**config.mk**
```make
export PLATFORM = sky130hd
export DESIGN_NAME = keypad_scanner
export DESIGN_NICKNAME = d
export VERILOG_FILES = /design/src/rtl/keypad_pkg.sv /design/src/rtl/scan_divider.sv /design/src/rtl/keypad_scanner.sv
export SDC_FILE = /design/constraint.sdc
export NUM_CORES = 1
export LEC_CHECK = 0
export BUFFER_PORTS_ARGS = -buffer_cell sky130_fd_sc_hd__buf_2
export CORE_UTILIZATION = 25
export DETAILED_ROUTE_END_ITERATION = 10
export MAX_ROUTING_LAYER = met4
export PLACE_DENSITY = 0.45
export SYNTH_ARGS = -nofsm -noshare
export SYNTH_HDL_FRONTEND = slang
export SYNTH_SLANG_ARGS = --single-unit
```
**constraint.sdc**
```tcl
create_clock -name clk_raw -period 3.84 [get_ports clk_raw]
set_input_delay 0.768 -clock clk_raw [delete_from_list [all_inputs] [get_ports clk_raw]]
set_output_delay 0.768 -clock clk_raw [all_outputs]
set_load 0.01 [all_outputs]
```
**src/rtl/keypad_pkg.sv**
```systemverilog
// Shared keypad geometry and key-index helper used by the scanner and by core.
package keypad_pkg;

    localparam int KEY_ROWS = 4;
    localparam int KEY_COLS = 3;
    localparam int KEY_W    = KEY_ROWS * KEY_COLS;

    typedef logic [KEY_W-1:0]    key_vec_t;
    typedef logic [KEY_ROWS-1:0] row_vec_t;
    typedef logic [KEY_COLS-1:0] col_vec_t;

    // Bit position of a key in the keystroke vector: columns are nibbles.
    function automatic int key_idx(input int col, input int row);
        return col * KEY_ROWS + row;
    endfunction

endpackage

```
**src/rtl/scan_divider.sv**
```systemverilog
// Column scan timebase: holds each column for SCAN_DIV cycles, walks the
// columns round-robin and flags the last dwell cycle as the row sample point.
module scan_divider #(
    parameter int SCAN_DIV = 100000,
    parameter int N_COLS   = 3,
    localparam int DIV_W   = (SCAN_DIV > 1) ? $clog2(SCAN_DIV) : 1,
    localparam int COL_W   = (N_COLS > 1) ? $clog2(N_COLS) : 1
) (
    input  logic             clk_raw,
    input  logic             rst_n,
    output logic [COL_W-1:0] col,
    output logic [N_COLS-1:0] col_n,
    output logic             sample
);

    localparam logic [DIV_W-1:0] DIV_LAST = DIV_W'(SCAN_DIV - 1);
    localparam logic [COL_W-1:0] COL_LAST = COL_W'(N_COLS - 1);

    logic [DIV_W-1:0]  div_q, div_d;
    logic [COL_W-1:0]  col_q, col_d;
    logic [N_COLS-1:0] col_n_q, col_n_d;
    logic              wrap;

    // Next dwell count, column index and the matching active-low column drive.
    // NOTE: every signal assigned in always_comb gets a default first, otherwise a latch is inferred.
    always_comb begin
        wrap    = (div_q == DIV_LAST);
        div_d   = wrap ? '0 : div_q + 1'b1;
        col_d   = col_q;
        if (wrap) begin
            col_d = (col_q == COL_LAST) ? '0 : col_q + 1'b1;
        end
        col_n_d = ~(N_COLS'(1) << col_d);
    end

    // Dwell counter, column index and registered column drive.
    // NOTE: sequential state uses non-blocking assignments so every flop samples pre-edge values.
    always_ff @(posedge clk_raw or negedge rst_n) begin
        if (!rst_n) begin
            div_q   <= '0;
            col_q   <= '0;
            col_n_q <= ~N_COLS'(1);
        end else begin
            div_q   <= div_d;
            col_q   <= col_d;
            col_n_q <= col_n_d;
        end
    end

    assign col    = col_q;
    assign col_n  = col_n_q;
    assign sample = (div_q == DIV_LAST);

endmodule

```
**src/rtl/keypad_scanner.sv**
```systemverilog
// 4x3 matrix keypad front end: drives columns, synchronizes and samples the
// rows, debounces complete scan frames and reports key levels plus press pulses.
module keypad_scanner
    import keypad_pkg::*;
#(
    parameter int SCAN_DIV = 100000,
    parameter int DEBOUNCE = 4
) (
    input  logic                clk_raw,
    input  logic                rst_n,
    input  logic [KEY_ROWS-1:0] row_in,
    output logic [KEY_COLS-1:0] col_out,
    output logic [KEY_W-1:0]    keystroke,
    output logic [KEY_W-1:0]    key_press
);

    localparam int COL_W = $clog2(KEY_COLS);
    localparam int ST_W  = $clog2(DEBOUNCE + 1);
    localparam logic [COL_W-1:0] COL_LAST = COL_W'(KEY_COLS - 1);
    localparam logic [ST_W-1:0]  ST_MAX   = ST_W'(DEBOUNCE);

    logic [COL_W-1:0] col;
    logic             sample;

    row_vec_t         row_meta_q, row_s_q;
    row_vec_t         rows_pressed;
    key_vec_t         col_mask, col_bits;
    key_vec_t         frame_q, frame_d;
    key_vec_t         prev_q, prev_d;
    logic [ST_W-1:0]  stable_q, stable_d;
    key_vec_t         keystroke_q, keystroke_d;
    key_vec_t         key_press_q, key_press_d;

    scan_divider #(
        .SCAN_DIV (SCAN_DIV),
        .N_COLS   (KEY_COLS)
    ) u_scan_divider (
        .clk_raw (clk_raw),
        .rst_n   (rst_n),
        .col     (col),
        .col_n   (col_out),
        .sample  (sample)
    );

    // Two-flop synchronizer for the asynchronous rows; idles at "no key".
    always_ff @(posedge clk_raw or negedge rst_n) begin
        if (!rst_n) begin
            row_meta_q <= '1;
            row_s_q    <= '1;
        end else begin
            row_meta_q <= row_in;
            row_s_q    <= row_meta_q;
        end
    end

    // Frame assembly and debounce decision, evaluated at the sample strobe.
    always_comb begin
        frame_d      = frame_q;
        prev_d       = prev_q;
        stable_d     = stable_q;
        keystroke_d  = keystroke_q;
        key_press_d  = '0;
        rows_pressed = ~row_s_q;
        col_mask     = KEY_W'({KEY_ROWS{1'b1}}) << key_idx(int'(col), 0);
        col_bits     = KEY_W'(rows_pressed) << key_idx(int'(col), 0);

        if (sample) begin
            frame_d = (frame_q & ~col_mask) | col_bits;

            // The last column completes a frame: compare it with the previous one.
            if (col == COL_LAST) begin
                if (frame_d == prev_q) begin
                    stable_d = (stable_q == ST_MAX) ? stable_q : stable_q + 1'b1;
                end else begin
                    stable_d = '0;
                end
                prev_d = frame_d;

                // Saturation alone never recommits: only a real change updates keystroke.
                if ((stable_d == ST_MAX) && (frame_d != keystroke_q)) begin
                    keystroke_d = frame_d;
                    key_press_d = frame_d & ~keystroke_q;
                end
            end
        end
    end

    // Frame, previous frame, debounce count and registered outputs.
    always_ff @(posedge clk_raw or negedge rst_n) begin
        if (!rst_n) begin
            frame_q     <= '0;
            prev_q      <= '0;
            stable_q    <= '0;
            keystroke_q <= '0;
            key_press_q <= '0;
        end else begin
            frame_q     <= frame_d;
            prev_q      <= prev_d;
            stable_q    <= stable_d;
            keystroke_q <= keystroke_d;
            key_press_q <= key_press_d;
        end
    end

    assign keystroke = keystroke_q;
    assign key_press = key_press_q;

endmodule

```
==> parameters.txt <==
Parameter                              Value

Timing
  Endpoints failing hold ... 0
  Worst clock skew ... ~7 ps
  Relative slew margins ... approximately 31%
  Min setup slack post-route ... ~900 ps
  Summed negative setup slack over all endpoints ... 0 ps
  Max-slew violation count ... 0
  Measured slew at the worst slew-check pin ... 1040 ps
  Setup repair after global routing missed its margin ... no
  Post-route fraction of the period consumed by the critical path ... about 77%
  Setup violators final ... 0
  Highest clock rate ... roughly 340 MHz
  Post-layout minimum cycle time ... 2950 ps

Floorplan
  Die width ... ~130 µm
  Placeable core area ... around 15000 µm²
  Starting utilization of the core area ... about a quarter
  Vertical extent of the die ... 126 µm
  Number of cell rows ... 44
  I/O Pins ... 33
  Die Outline Area ... roughly 16000 µm²

Yosys
  Fraction of synthesized cell area taken by the top area cell type ... between 40% and 50%
  Warning count from the yosys run ... 0
  Mux contribution to synthesized area ... 4.34%
  Count of mapped cells out of synthesis ... ~380
  Fraction of synthesis flops using an asynchronous set or reset pin ... 100%
  Number of enable flip-flop cells after synthesis ... 0
  Net count after synthesis ... just under 400
  Synth Area in Adders ... ~5%
  XOR/XNOR share of the synthesized area ... 6.85%
  Number of distinct standard cells referenced by the synthesized netlist ... between 40 and 50
  Most instantiated library cell after synthesis ... sky130_fd_sc_hd__dfrtp_1
  Average cell area after synthesis ... 10.2 µm²
  Combinational family with the most area after synthesis ... simple AND/OR/NAND/NOR gates
  Synthesized area ... 3840 µm²
  Post-synthesis sequential area ratio ... a little over half
  Area share of and/or/nand/nor cells after synthesis ... between 10% and 20%
  Commonest register cell after synthesis ... sky130_fd_sc_hd__dfrtp_1
  Top post-synthesis cells by area ... sky130_fd_sc_hd__dfrtp_1 46%, sky130_fd_sc_hd__dfstp_2 6.8%, sky130_fd_sc_hd__ha_1 4.9%
  Synth Area in Compound Gates ... a little under a tenth
  Flops & latches, synth ... just over 80
  Most common library cells after synthesis ... 71 x sky130_fd_sc_hd__dfrtp_1, 47 x sky130_fd_sc_hd__nand2_1, 42 x sky130_fd_sc_hd__inv_1, 33 x sky130_fd_sc_hd__nor2_1, 24 x sky130_fd_sc_hd__o21ai_0
  Biggest area consumer among synthesized cells ... sky130_fd_sc_hd__dfrtp_1

Clocking
  CTS H-Tree Depth ... 3
  Post_cts resized ... 0
  Root buffer cell ... sky130_fd_sc_hd__clkbuf_16
  Sinks on Clock Net ... slightly above 80
  Later-pin clock latency in the skew report ... between 300 and 400 ps
  TritonCTS buffer count ... 9
  Setup Fix Bufs, Post-CTS ... 0
  Buffer levels on the longest clock path ... 2
  Post-CTS Hold Buffers ... 0
  Worst-path clk slew ... 60 ps
  CTS tree ... built

Global routing
  Via count of the first global-routing pass ... roughly 2600
  First-pass GRT wire length ... 13600 µm
  Maximum number of pins on one net before global-route repair ... approximately 80
  Total gr overflow ... 0
  All-Layer GR Usage ... ~11%
  Initial antenna violation count ... 0

Setup path
  Crit path max-delay cell type ... sky130_fd_sc_hd__mux2i_1
  Element type at the critical path start ... register
  Family with the most delay on the worst path ... multiplexers
  Kind of end point of the critical path ... register
  Worst endpoint required time ... roughly 4100 ps
  Worst Path Arrival ... 3160 ps
  Worst setup path class ... reg -> reg
  Cell Chain, Critical Path ... nand2b_1 -> mux2i_1 -> ha_1 -> nand4_1 -> nor3_1 -> a21oi_1 -> nand4_4 -> mux2_1
  Critical-path maximum fanout ... 24
  Number of buffer and inverter instances along the worst setup path ... 0
  Maximum cell stage delay along the critical path ... around 500 ps

Routing
  Detailed-route vias per instance ... ~4.3
  Post-detailed-route count of antenna-violating nets ... 0
  # DRC ... 0
  Detail-routed net length per standard cell ... between 10 and 15 µm
  Initial detailed-routing violation count ... between 150 and 200
  Via count ... about 2600
  Number of optimization iterations in the first detailed-route pass ... 4
  Total wire length ... approximately 7900 µm

Place
  Placed insts ... 581
  Final weighted congestion of routability-driven global placement ... 0.771
  Pre-CTS setup slack ... between 800 and 900 ps
  Total of buffers placed on input and output ports ... 32
  Detailed placement HPWL ... ~5400 µm

Cells and area
  Share of cells above drive strength 1 ... between 10% and 20%
  Area Growth Syn to Fin ... 17.8%
  Count of inserted antenna diode cells ... 0
  Finished Layout Cells ... 597
  Fill cell instance count of the final layout ... roughly 1600
  Final net count ... around 430

Power
  Reported leakage power ... around 2.2 nW
  Power density over the cells ... 407 nW/µm²
  IR drop worst, VDD ... 0.182 mV
  Post-layout total power ... between 1.5 and 2 mW

Hold path
  Hold Crit Class ... reg -> reg

Run
  Number of max-capacitance violations reported ... 0

Run status
  Outcome ... completed
==> power by group <==
group,total (mW),switching (mW),leakage [nW],internal [mW]
Clock,0.936,0.334,0.162,0.603
Combinational,0.0347,0.0252,0.990,0.00943
Sequential,0.869,0.00735,1.08,0.862
Total,1.84,0.367,2.23,1.47
==> layout make-up <==
cell class	count	area, µm²	area share (%)
sequential	81	2040	45.1
clock inverter	5	77.6	1.72
timing repair buffer	35	185	4.10
multi-input combinational	239	1580	34.9
tap	184	230	5.09
clock buffer	11	253	5.59
inverter	42	158	3.49
==> state kept, by name, indices dropped and copies added, names as in the netlist <==
name and count:
prev_q 12, row_meta_q 4, frame_q 12, key_press 12, u_scan_divider.col 2, stable_q 3
keystroke 12, u_scan_divider.col_n 3, u_scan_divider.div_q 17, row_s_q 4
==> logic make-up after synthesis <==
group / count (synthesis)
and+or+nand+nor: 124
adders and majority gates: 15
buffers and inverters: 55
AOI/OAI and AO/OA: 54
muxes: 16
DFF: 81
xor gates and xnor gates: 30
==> cells in the final DEF (no fill, tap or decap), drive strengths merged, types with 4 or more instances in the layout <==
cell type and count:
o21ai 24, xnor2 11, nand3 11, clkbuf 11, a31oi 5, nand4 5, buf 35, a21oi 4
mux2 5, inv 42, dfstp 10, dfrtp 71, xor2 19, ha 15, nand2 47, nor3 6
mux2i 11, nor2 34, o21a 6
==> worst reg2reg max path, stage by stage (launching register included) <==
cell and delay [ps]:
sky130_fd_sc_hd__dfrtp_1 440, sky130_fd_sc_hd__nand2b_1 350, sky130_fd_sc_hd__mux2i_1 510, sky130_fd_sc_hd__ha_1 340, sky130_fd_sc_hd__nand4_1 80, sky130_fd_sc_hd__nor3_1 60
sky130_fd_sc_hd__a21oi_1 210, sky130_fd_sc_hd__nand4_4 400, sky130_fd_sc_hd__mux2_1 460
==> stage by stage <==
step           area [µm²]  hold WS, ps  util (%)
2_1_floorplan        3840          345         -
3_3_place_gp         4190          346      28.4
3_5_place_dp         4190          349      28.4
4_1_cts              4520          357      30.6
5_1_grt              4520          359      30.6
6_report             4520          356      30.6
==> routing by layer <==
layer / vias up / track usage [%] / wire length (µm)
li1: 1302 / - / -
met1: 1213 / 16.1 / 4280
met5: - / - / 0
met3: 8 / 2.80 / 303
met2: 50 / 15.4 / 3190
met4: 0 / 4.04 / 95
==> path summary, 6_finish.rpt <==
path	from	endpoint	slack, ps	cells after the start
max	u_scan_divider.col[0]$_DFF_PN0_	keystroke[10]$_DFFE_PN0P_	890	8
min	row_meta_q[2]$_DFF_PN1_	row_s_q[2]$_DFF_PN1_	360	0
max reg2reg	u_scan_divider.col[0]$_DFF_PN0_	keystroke[10]$_DFFE_PN0P_	890	8
min reg2reg	row_meta_q[2]$_DFF_PN1_	row_s_q[2]$_DFF_PN1_	360	0
max in group asynchronous	rst_n	u_scan_divider.div_q[4]$_DFF_PN0_	2540	1
min in group asynchronous	rst_n	keystroke[3]$_DFFE_PN0P_	600	1
No activity file was read; power rests on OpenSTA's default activity.
